==> src/rtl/commit_trace_buffer.sv <==
// Retire-trace capture: turns each enabled commit cycle into a typed trace record,
// buffers records in a first-word-fall-through FIFO and keeps cycle/instruction/drop stats.
module commit_trace_buffer #(
   parameter int DEPTH   = 16,
   parameter int TIMEOUT = 100000,
   parameter int DROP_W  = 16
) (
   input  logic              clk,
   input  logic              rst_n,
   input  logic              en,
   input  logic [31:0]       pc,
   input  logic [31:0]       inst,
   input  logic              reg_wr,
   input  logic [4:0]        wr_reg,
   input  logic [31:0]       wr_data,
   input  logic              mem_rd,
   input  logic              mem_wr,
   input  logic [31:0]       mem_addr,
   input  logic [31:0]       mem_data,
   input  logic              halt,
   output logic              rec_valid,
   input  logic              rec_ready,
   output logic [2:0]        rec_kind,
   output logic [31:0]       rec_inum,
   output logic [31:0]       rec_cycle,
   output logic [31:0]       rec_pc,
   output logic [4:0]        rec_reg,
   output logic [31:0]       rec_addr,
   output logic [31:0]       rec_value,
   output logic [31:0]       cycle_count,
   output logic [31:0]       inst_count,
   output logic [DROP_W-1:0] drop_count,
   output logic              overflow,
   output logic              halted,
   output logic              done,
   output logic              timeout
);

   localparam int AW = (DEPTH > 1) ? $clog2(DEPTH) : 1;
   localparam int CW = AW + 1;

   localparam logic [2:0] K_NOP  = 3'd0;
   localparam logic [2:0] K_REG  = 3'd1;
   localparam logic [2:0] K_LD   = 3'd2;
   localparam logic [2:0] K_ST   = 3'd3;
   localparam logic [2:0] K_HALT = 3'd4;

   typedef struct packed {
      logic [2:0]  kind;
      logic [31:0] inum;
      logic [31:0] cycle;
      logic [31:0] pc;
      logic [4:0]  rg;
      logic [31:0] addr;
      logic [31:0] value;
   } rec_t;

   rec_t            r_mem [DEPTH];
   logic [AW-1:0]   r_wr;
   logic [AW-1:0]   r_rd;
   logic [CW-1:0]   r_cnt;
   logic [31:0]     r_cycle;
   logic [31:0]     r_inst;
   logic [DROP_W-1:0] r_drop;
   logic            r_ovf;
   logic            r_halted;
   logic            r_timeout;

   rec_t            w_rec;
   rec_t            w_head;
   logic            w_valid;
   logic            w_cap;
   logic            w_pop;
   logic            w_full;
   logic            w_push;
   logic            w_drop;
   logic            w_unused;

   // The instruction word carries nothing the trace record needs beyond wr_reg.
   assign w_unused = ^inst;

   always_comb begin
      w_rec       = '0;
      w_rec.inum  = r_inst;
      w_rec.cycle = r_cycle;
      w_rec.pc    = pc;
      w_rec.kind  = K_NOP;
      if (reg_wr) begin
         w_rec.kind  = mem_rd ? K_LD : K_REG;
         w_rec.rg    = wr_reg;
         w_rec.value = wr_data;
         if (mem_rd) w_rec.addr = mem_addr;
      end else if (halt) begin
         w_rec.kind = K_HALT;
      end else if (mem_wr) begin
         w_rec.kind  = K_ST;
         w_rec.addr  = mem_addr;
         w_rec.value = mem_data;
      end
   end

   assign w_valid = (r_cnt != '0);
   assign w_cap   = en && !r_halted;
   assign w_pop   = w_valid && rec_ready;
   assign w_full  = (r_cnt == CW'(DEPTH));
   // A full FIFO still accepts the push when the head leaves on the same edge.
   assign w_push  = w_cap && (!w_full || w_pop);
   assign w_drop  = w_cap && w_full && !w_pop;

   always_ff @(posedge clk) begin
      if (w_push) r_mem[r_wr] <= w_rec;
   end

   always_ff @(posedge clk or negedge rst_n) begin
      if (!rst_n) begin
         r_wr  <= '0;
         r_rd  <= '0;
         r_cnt <= '0;
      end else begin
         if (w_push) r_wr <= r_wr + 1'b1;
         if (w_pop)  r_rd <= r_rd + 1'b1;
         case ({w_push, w_pop})
            2'b10:   r_cnt <= r_cnt + CW'(1);
            2'b01:   r_cnt <= r_cnt - CW'(1);
            default: r_cnt <= r_cnt;
         endcase
      end
   end

   always_ff @(posedge clk or negedge rst_n) begin
      if (!rst_n) begin
         r_cycle   <= '0;
         r_inst    <= '0;
         r_drop    <= '0;
         r_ovf     <= 1'b0;
         r_halted  <= 1'b0;
         r_timeout <= 1'b0;
      end else begin
         if (r_cycle != '1) r_cycle <= r_cycle + 32'd1;
         if (r_cycle > 32'(TIMEOUT)) r_timeout <= 1'b1;
         if (w_cap) begin
            r_inst <= r_inst + 32'd1;
            if (halt) r_halted <= 1'b1;
         end
         if (w_drop) begin
            r_ovf <= 1'b1;
            if (r_drop != '1) r_drop <= r_drop + 1'b1;
         end
      end
   end

   // Head fields are masked so an empty FIFO presents an all-zero record.
   assign w_head    = w_valid ? r_mem[r_rd] : '0;
   assign rec_valid = w_valid;
   assign rec_kind  = w_head.kind;
   assign rec_inum  = w_head.inum;
   assign rec_cycle = w_head.cycle;
   assign rec_pc    = w_head.pc;
   assign rec_reg   = w_head.rg;
   assign rec_addr  = w_head.addr;
   assign rec_value = w_head.value;

   assign cycle_count = r_cycle;
   assign inst_count  = r_inst;
   assign drop_count  = r_drop;
   assign overflow    = r_ovf;
   assign halted      = r_halted;
   assign done        = r_halted && !w_valid;
   assign timeout     = r_timeout;

endmodule
==> config.mk <==
export PLATFORM = sky130hd
export DESIGN_NAME = commit_trace_buffer
export DESIGN_NICKNAME = d
export VERILOG_FILES = /design/src/rtl/commit_trace_buffer.sv
export SDC_FILE = /design/constraint.sdc
export NUM_CORES = 2
export LEC_CHECK = 0
export ABC_AREA = 0
export CAP_MARGIN = 20
export CORE_ASPECT_RATIO = 1.25
export CORE_MARGIN = 2
export CORE_UTILIZATION = 25
export DETAILED_ROUTE_END_ITERATION = 7
export HOLD_SLACK_MARGIN = 0.08
export SLEW_MARGIN = 20
export SYNTH_ARGS = -nofsm -noshare
export SYNTH_HDL_FRONTEND = slang
export SYNTH_SLANG_ARGS = --single-unit
==> constraint.sdc <==
create_clock -name clk -period 19.1 [get_ports clk]
set_input_delay 5.73 -clock clk [delete_from_list [all_inputs] [get_ports clk]]
set_output_delay 5.73 -clock clk [all_outputs]
set_load 0.01 [all_outputs]
## Word level (Yosys, flattened, before mapping)

Memories as Yosys holds them, arrays and structs flattened.
Index checks and enable logic that the tools add are counted.

| word-level totals | value |
|---|---|
| register bits | 96 |
| memory bits (writable) | 2688 |
| bits of input ports | 173 |
| output and inout bits | 253 |
| word-level logic and storage cells | 51 |
| memories kept | 1 |

| operators by class | value |
|---|---|
| add/subtract/negate cells | 7 |
| magnitude comparators | 1 |
| equal/unequal tests | 5 |
| muxes and demuxes | 13 |
| reduce and logical (&&, ||, !) cells | 15 |

Memories:

| name | words | width | rd ports | clocked after memory_dff | write ports | RTL line | RTL |
|---|---|---|---|---|---|---|---|
| r_mem | 16 | 168 | 1 | 0 | 1 | 58 | `rec_t r_mem [DEPTH];` |

Operators with widths:

| operator | count |
|---|---|
| $mux 64 | 3 |
| $mux 168 | 1 |
| $add 32x1->32 const B | 2 |
| $gt 32x17->1 const B | 1 |
| $mux 32 | 1 |
| $ne 32x32->1 const B | 1 |
| $add 16x1->16 const B | 1 |
| $ne 16x16->1 const B | 1 |
| $pmux 5 s2 | 1 |
| $add 4x1->4 const B | 2 |
| $logic_and 1x1->1 | 6 |
| $mux 3 | 2 |
| $add 5x1->5 const B | 1 |
| $eq 5x5->1 const B | 1 |
| $mux 5 | 1 |
| $reduce_bool 5->1 | 1 |
| $sub 5x1->5 const B | 1 |
| $logic_not 1->1 | 4 |
| $mux 2 | 2 |
| $reduce_and 2->1 | 2 |
| $eq 2x1->1 const B | 1 |
| $eq 2x2->1 const B | 1 |
| $mux 1 | 2 |
| $reduce_bool 2->1 | 1 |
| $logic_or 1x1->1 | 1 |

## Depth between registers and ports, before layout

| depth | value |
|---|---|
| word-level depth | 6 |
| gate-level depth with buffers | 10 |
| mapped depth without buffers | 9 |

## Worst setup path after synthesis

No wires, ideal clock.

| timing path | value |
|---|---|
| path type | input -> register |
| from | input port rec_ready |
| to | memory r_mem[3][0] in the netlist's numbering, enable pin |
| data arrival time | 18.073 ns |
| path slack | 0.126 ns |
| stages | 5 |
| path through | clkbuf_1 > inv_1 > a31oi_1 > nand2_1 > nor3_1 |

| on the way | value |
|---|---|
| cells in the longest elaborated chain, start to end | 5 |

RTL lines:

| what | RTL line | RTL |
|---|---|---|
| from (decl) | 22 | `input logic rec_ready,` |
| $logic_and 1x1->1 | 104 | `assign w_pop = w_valid && rec_ready;` |
| $logic_or 1x1->1 | 107 | `assign w_push = w_cap && (!w_full \|\| w_pop);` |
| $logic_and 1x1->1 | 107 |  |
| $mux 1 | 111 | `if (w_push) r_mem[r_wr] <= w_rec;` |
| $mux 1 (not written as such) | 111 |  |
| to (decl) | 58 |  |

Every way passes these cells.

## Worst setup path after layout

| timing path | value |
|---|---|
| from | register r_rd[2] |
| to | output port rec_addr[2] |

| on the way | value |
|---|---|
| cells in the longest elaborated chain, start to end | 2 |

RTL lines:

| what | RTL line | RTL |
|---|---|---|
| from (decl) | 60 | `logic [AW-1:0] r_rd;` |
| from (signal assigned) | 121 | `if (w_pop) r_rd <= r_rd + 1'b1;` |
| $mem_v2 16x168 | -- |  |
| $mux 168 | 153 | `assign w_head = w_valid ? r_mem[r_rd] : '0;` |
| to (decl) | 28 | `output logic [31:0] rec_addr,` |

Every way passes these cells.

==> flow_summary.ini <==
[clock_tree]
numCtsBuffers = 285
post_cts_buffers = 0
clk_latency_ns = 0.95
holdBufCountCts = 0
clockBufferDepth = 4
clkSinkCount = 2784
cts_tree = done
htreeDepth = 5
post_cts_resized = 0
clk_pin_slew_ns = 0.06
cts_root_buf = clkbuf_16

[global_route]
antenna_found_initial = 16
grt_overflow = 0
grtUsageTotal_pct = 11.9
grt_pass1_vias = 52900
grt_max_degree = 156
grt_pass1_wl_um = 380000

[logic_synthesis]
netlist_area_um2 = 107000
yosysWarnings = 0
synth_edf_count = 2688
synth-seq-cells = 2784
postSynthCellCount = 4718
synth_cell_types = 59
syn-num-nets = 4902
async_reset_ff_share_pct = 3.45
syn_avg_cell_area_um2 = 22.7
yosysSeqAreaShare_pct = 77.5
synthFlopType = edfxtp_1

[sta]
worstMarginPinSlew_ns = 1.17
maxSlewViolCount = 0
grt_setup_unrepaired = no
final.setup.tns_ns = 0
finalHoldViolCount = 0
setup_viol = 0
post-route-period-util_pct = 61.6
min_period_ns = 11.77
clock_skew_ns = 0.0848
finalWorstSetupSlack_ns = 7.33
slew_headroom_pct = 22.3
fmax_mhz = 85.0

[route]
dr.pass1.iters = 8
drc = 0
vias_per_cell = 4.50
vias = 50100
ant_nets = 0
wl_per_cell_um = 24.1
drt-initial-drc-count = 4208
wirelength_um = 268000

[power]
p_comb_share_pct = 26.5
sequentialPowerShare_pct = 40.2
p_int_uw = 12100
p_sw_uw = 4880
p_sw_share_pct = 28.8
peakVddDrop_mv = 0.129
leakagePower_uw = 0.0400
pwr-share-clk_pct = 33.3
pwr_density_cell_nw_per_um2 = 133

[place]
io_buffer_count = 393
post-place-ws_ns = 7.72
place_area_um2 = 118000
dp_hpwl_um = 141000
place.gp.congestion = 0.723

[setup_path]
r2r_slack_ns = 13.56
path_cells = buf_12 -> buf_12 -> buf_4 -> mux4_2 -> mux2i_1 -> o22ai_1 -> clkdlybuf4s50_1
critPathMaxFanout = 155
startpoint_type = register
cp_common_cell = buf_12
required_ns = 13.37
cp-end-kind = output port
worstPathArrival_ns = 6.04
critPathKind = register to output port
worst_path_max_delay_cell = dfrtp_4
slowest_delay_ns = 1.09

[layout]
layout-drive-gt1-share_pct = 23.1
area_growth_syn_to_layout_pct = 19.0
nNetsFinal = 5404
nFillCells = 41100
fin_area_um2 = 128000

[die]
io_pins = 426
initial_core_util_pct = 25.1
core-area_um2 = 427000
die-area_um2 = 434000
dieHeight_um = 736
rows = 268
die_w_um = 590

[flow_run]
drv_cap = 0

[status]
status = completed

[min_path]
hold_path_class = register to register
==> cells by family after synthesis <==
family	share of synthesized area (%)
AND/OR/NAND/NOR	1.34
flip-flops	77.5
AO/OA/AOI/OAI	1.56
buffers and inverters	1.49
multiplexers	17.3
XOR/XNOR	0.613
adder cells (fa/ha/maj)	0.128
==> layer usage <==
layer	vias up	wire length, um	track usage, %
met5	-	23	0
met4	4	6810	3.42
met3	383	15200	2.24
met2	1475	135000	20.7
met1	27300	110000	15.1
li1	20900	-	-
==> cell type report <==
| class | count | area [um^2] | area share, % |
|---|---|---|---|
| Inverter | 17 | 63.8 | 0.0500 |
| Clock inverter | 169 | 2030 | 1.59 |
| Tap cell | 5670 | 7090 | 5.56 |
| Multi-Input combinational cell | 1610 | 22600 | 17.8 |
| Clock buffer | 346 | 7470 | 5.86 |
| Timing Repair Buffer | 522 | 5080 | 3.98 |
| Antenna cell | 8 | 20.0 | 0.0157 |
| Sequential cell | 2784 | 83100 | 65.2 |
==> path summary, 6_finish.rpt <==
path,start,to,depth (start not counted)
min in group asynchronous,rst_n,drop_count[9],1
setup / recovery,r_rd[2],rec_addr[2],7
max in group asynchronous,rst_n,r_rd[2],2
hold / removal,overflow,overflow,1
setup reg to reg,halted,r_mem[7][67],7
hold reg to reg,overflow,overflow,1
==> cell usage after synthesis, types with 5 or more instances <==
cell type | count | area share (%)
mux2i_1 | 339 | 3.2
clkbuf_1 | 97 | 0.34
o21ai_0 | 14 | 0.065
nand2b_1 | 5 | 0.029
dfrtp_1 | 96 | 2.2
inv_1 | 16 | 0.056
o22ai_1 | 169 | 0.99
a22o_1 | 32 | 0.26
nand3_1 | 28 | 0.13
and3_1 | 12 | 0.070
nor3_1 | 17 | 0.079
buf_2 | 100 | 0.47
edfxtp_1 | 2688 | 75
buf_4 | 68 | 0.48
ha_1 | 11 | 0.13
xor2_1 | 27 | 0.22
mux4_2 | 672 | 14
nand4_1 | 17 | 0.099
nor2_1 | 36 | 0.13
and2_1 | 41 | 0.24
a31oi_1 | 5 | 0.029
nor4_1 | 7 | 0.041
a21oi_1 | 9 | 0.042
buf_1 | 42 | 0.15
or4_1 | 5 | 0.035
and4_1 | 9 | 0.074
xnor2_1 | 48 | 0.39
nand2_1 | 57 | 0.20
==> power by group through the flow <==
stage | clock (uW) | sequential [uW] | combinational (uW)
CTS | 5780 | 6810 | 4620
detailed placement | 0 | 6940 | 4600
floorplan | 0 | 6840 | 2860
finish | 5650 | 6800 | 4490
global placement | 0 | 6930 | 4580
global route | 6010 | 6810 | 4800
==> registers in the layout, indices dropped and copies added (netlist names) <==
| register | count |
|---|---|
| r_mem | 2688 |
| cycle_count | 32 |
| inst_count | 32 |
| drop_count | 16 |
| r_cnt | 5 |
| r_rd | 4 |
| r_wr | 4 |
| halted | 1 |
| overflow | 1 |
| timeout | 1 |
==> critical path: cells and delay by family (launching register included) <==
family / cells / cell delay [ns]
AO/OA/AOI/OAI: 1 / 0.27
buffers and inverters: 4 / 2.68
flip-flops: 1 / 1.09
multiplexers: 2 / 0.45
==> layout by cell type, fill, tap and decap left out, types with 17 or more instances in the layout <==
master | Yosys | layout
o22ai_1 | 169 | 169
xor2_1 | 27 | 27
nand3_1 | 28 | 28
clkdlybuf4s50_1 | 0 | 391
mux4_2 | 672 | 672
nand2_1 | 57 | 56
xnor2_1 | 48 | 48
nor2_1 | 36 | 24
and2_1 | 41 | 41
clkinv_2 | 0 | 46
edfxtp_1 | 2688 | 2688
nand4_1 | 17 | 17
mux2i_1 | 339 | 339
bufinv_16 | 0 | 32
buf_4 | 68 | 114
clkbuf_1 | 97 | 53
a22o_1 | 32 | 32
dfrtp_1 | 96 | 93
clkbuf_16 | 0 | 288
clkinv_1 | 0 | 52
==> through the flow <==
stage	util [%]	hold WS [ns]	cells	power [uW]
global placement	27.7	0.456	10600	11500
floorplan	-	0.504	4718	9700
finish	29.9	0.478	11100	16900
detailed placement	27.7	0.452	10600	11500
global route	29.9	0.491	11100	17600
CTS	29.9	0.480	11100	17200
No activity file was read; power rests on OpenSTA's default activity.
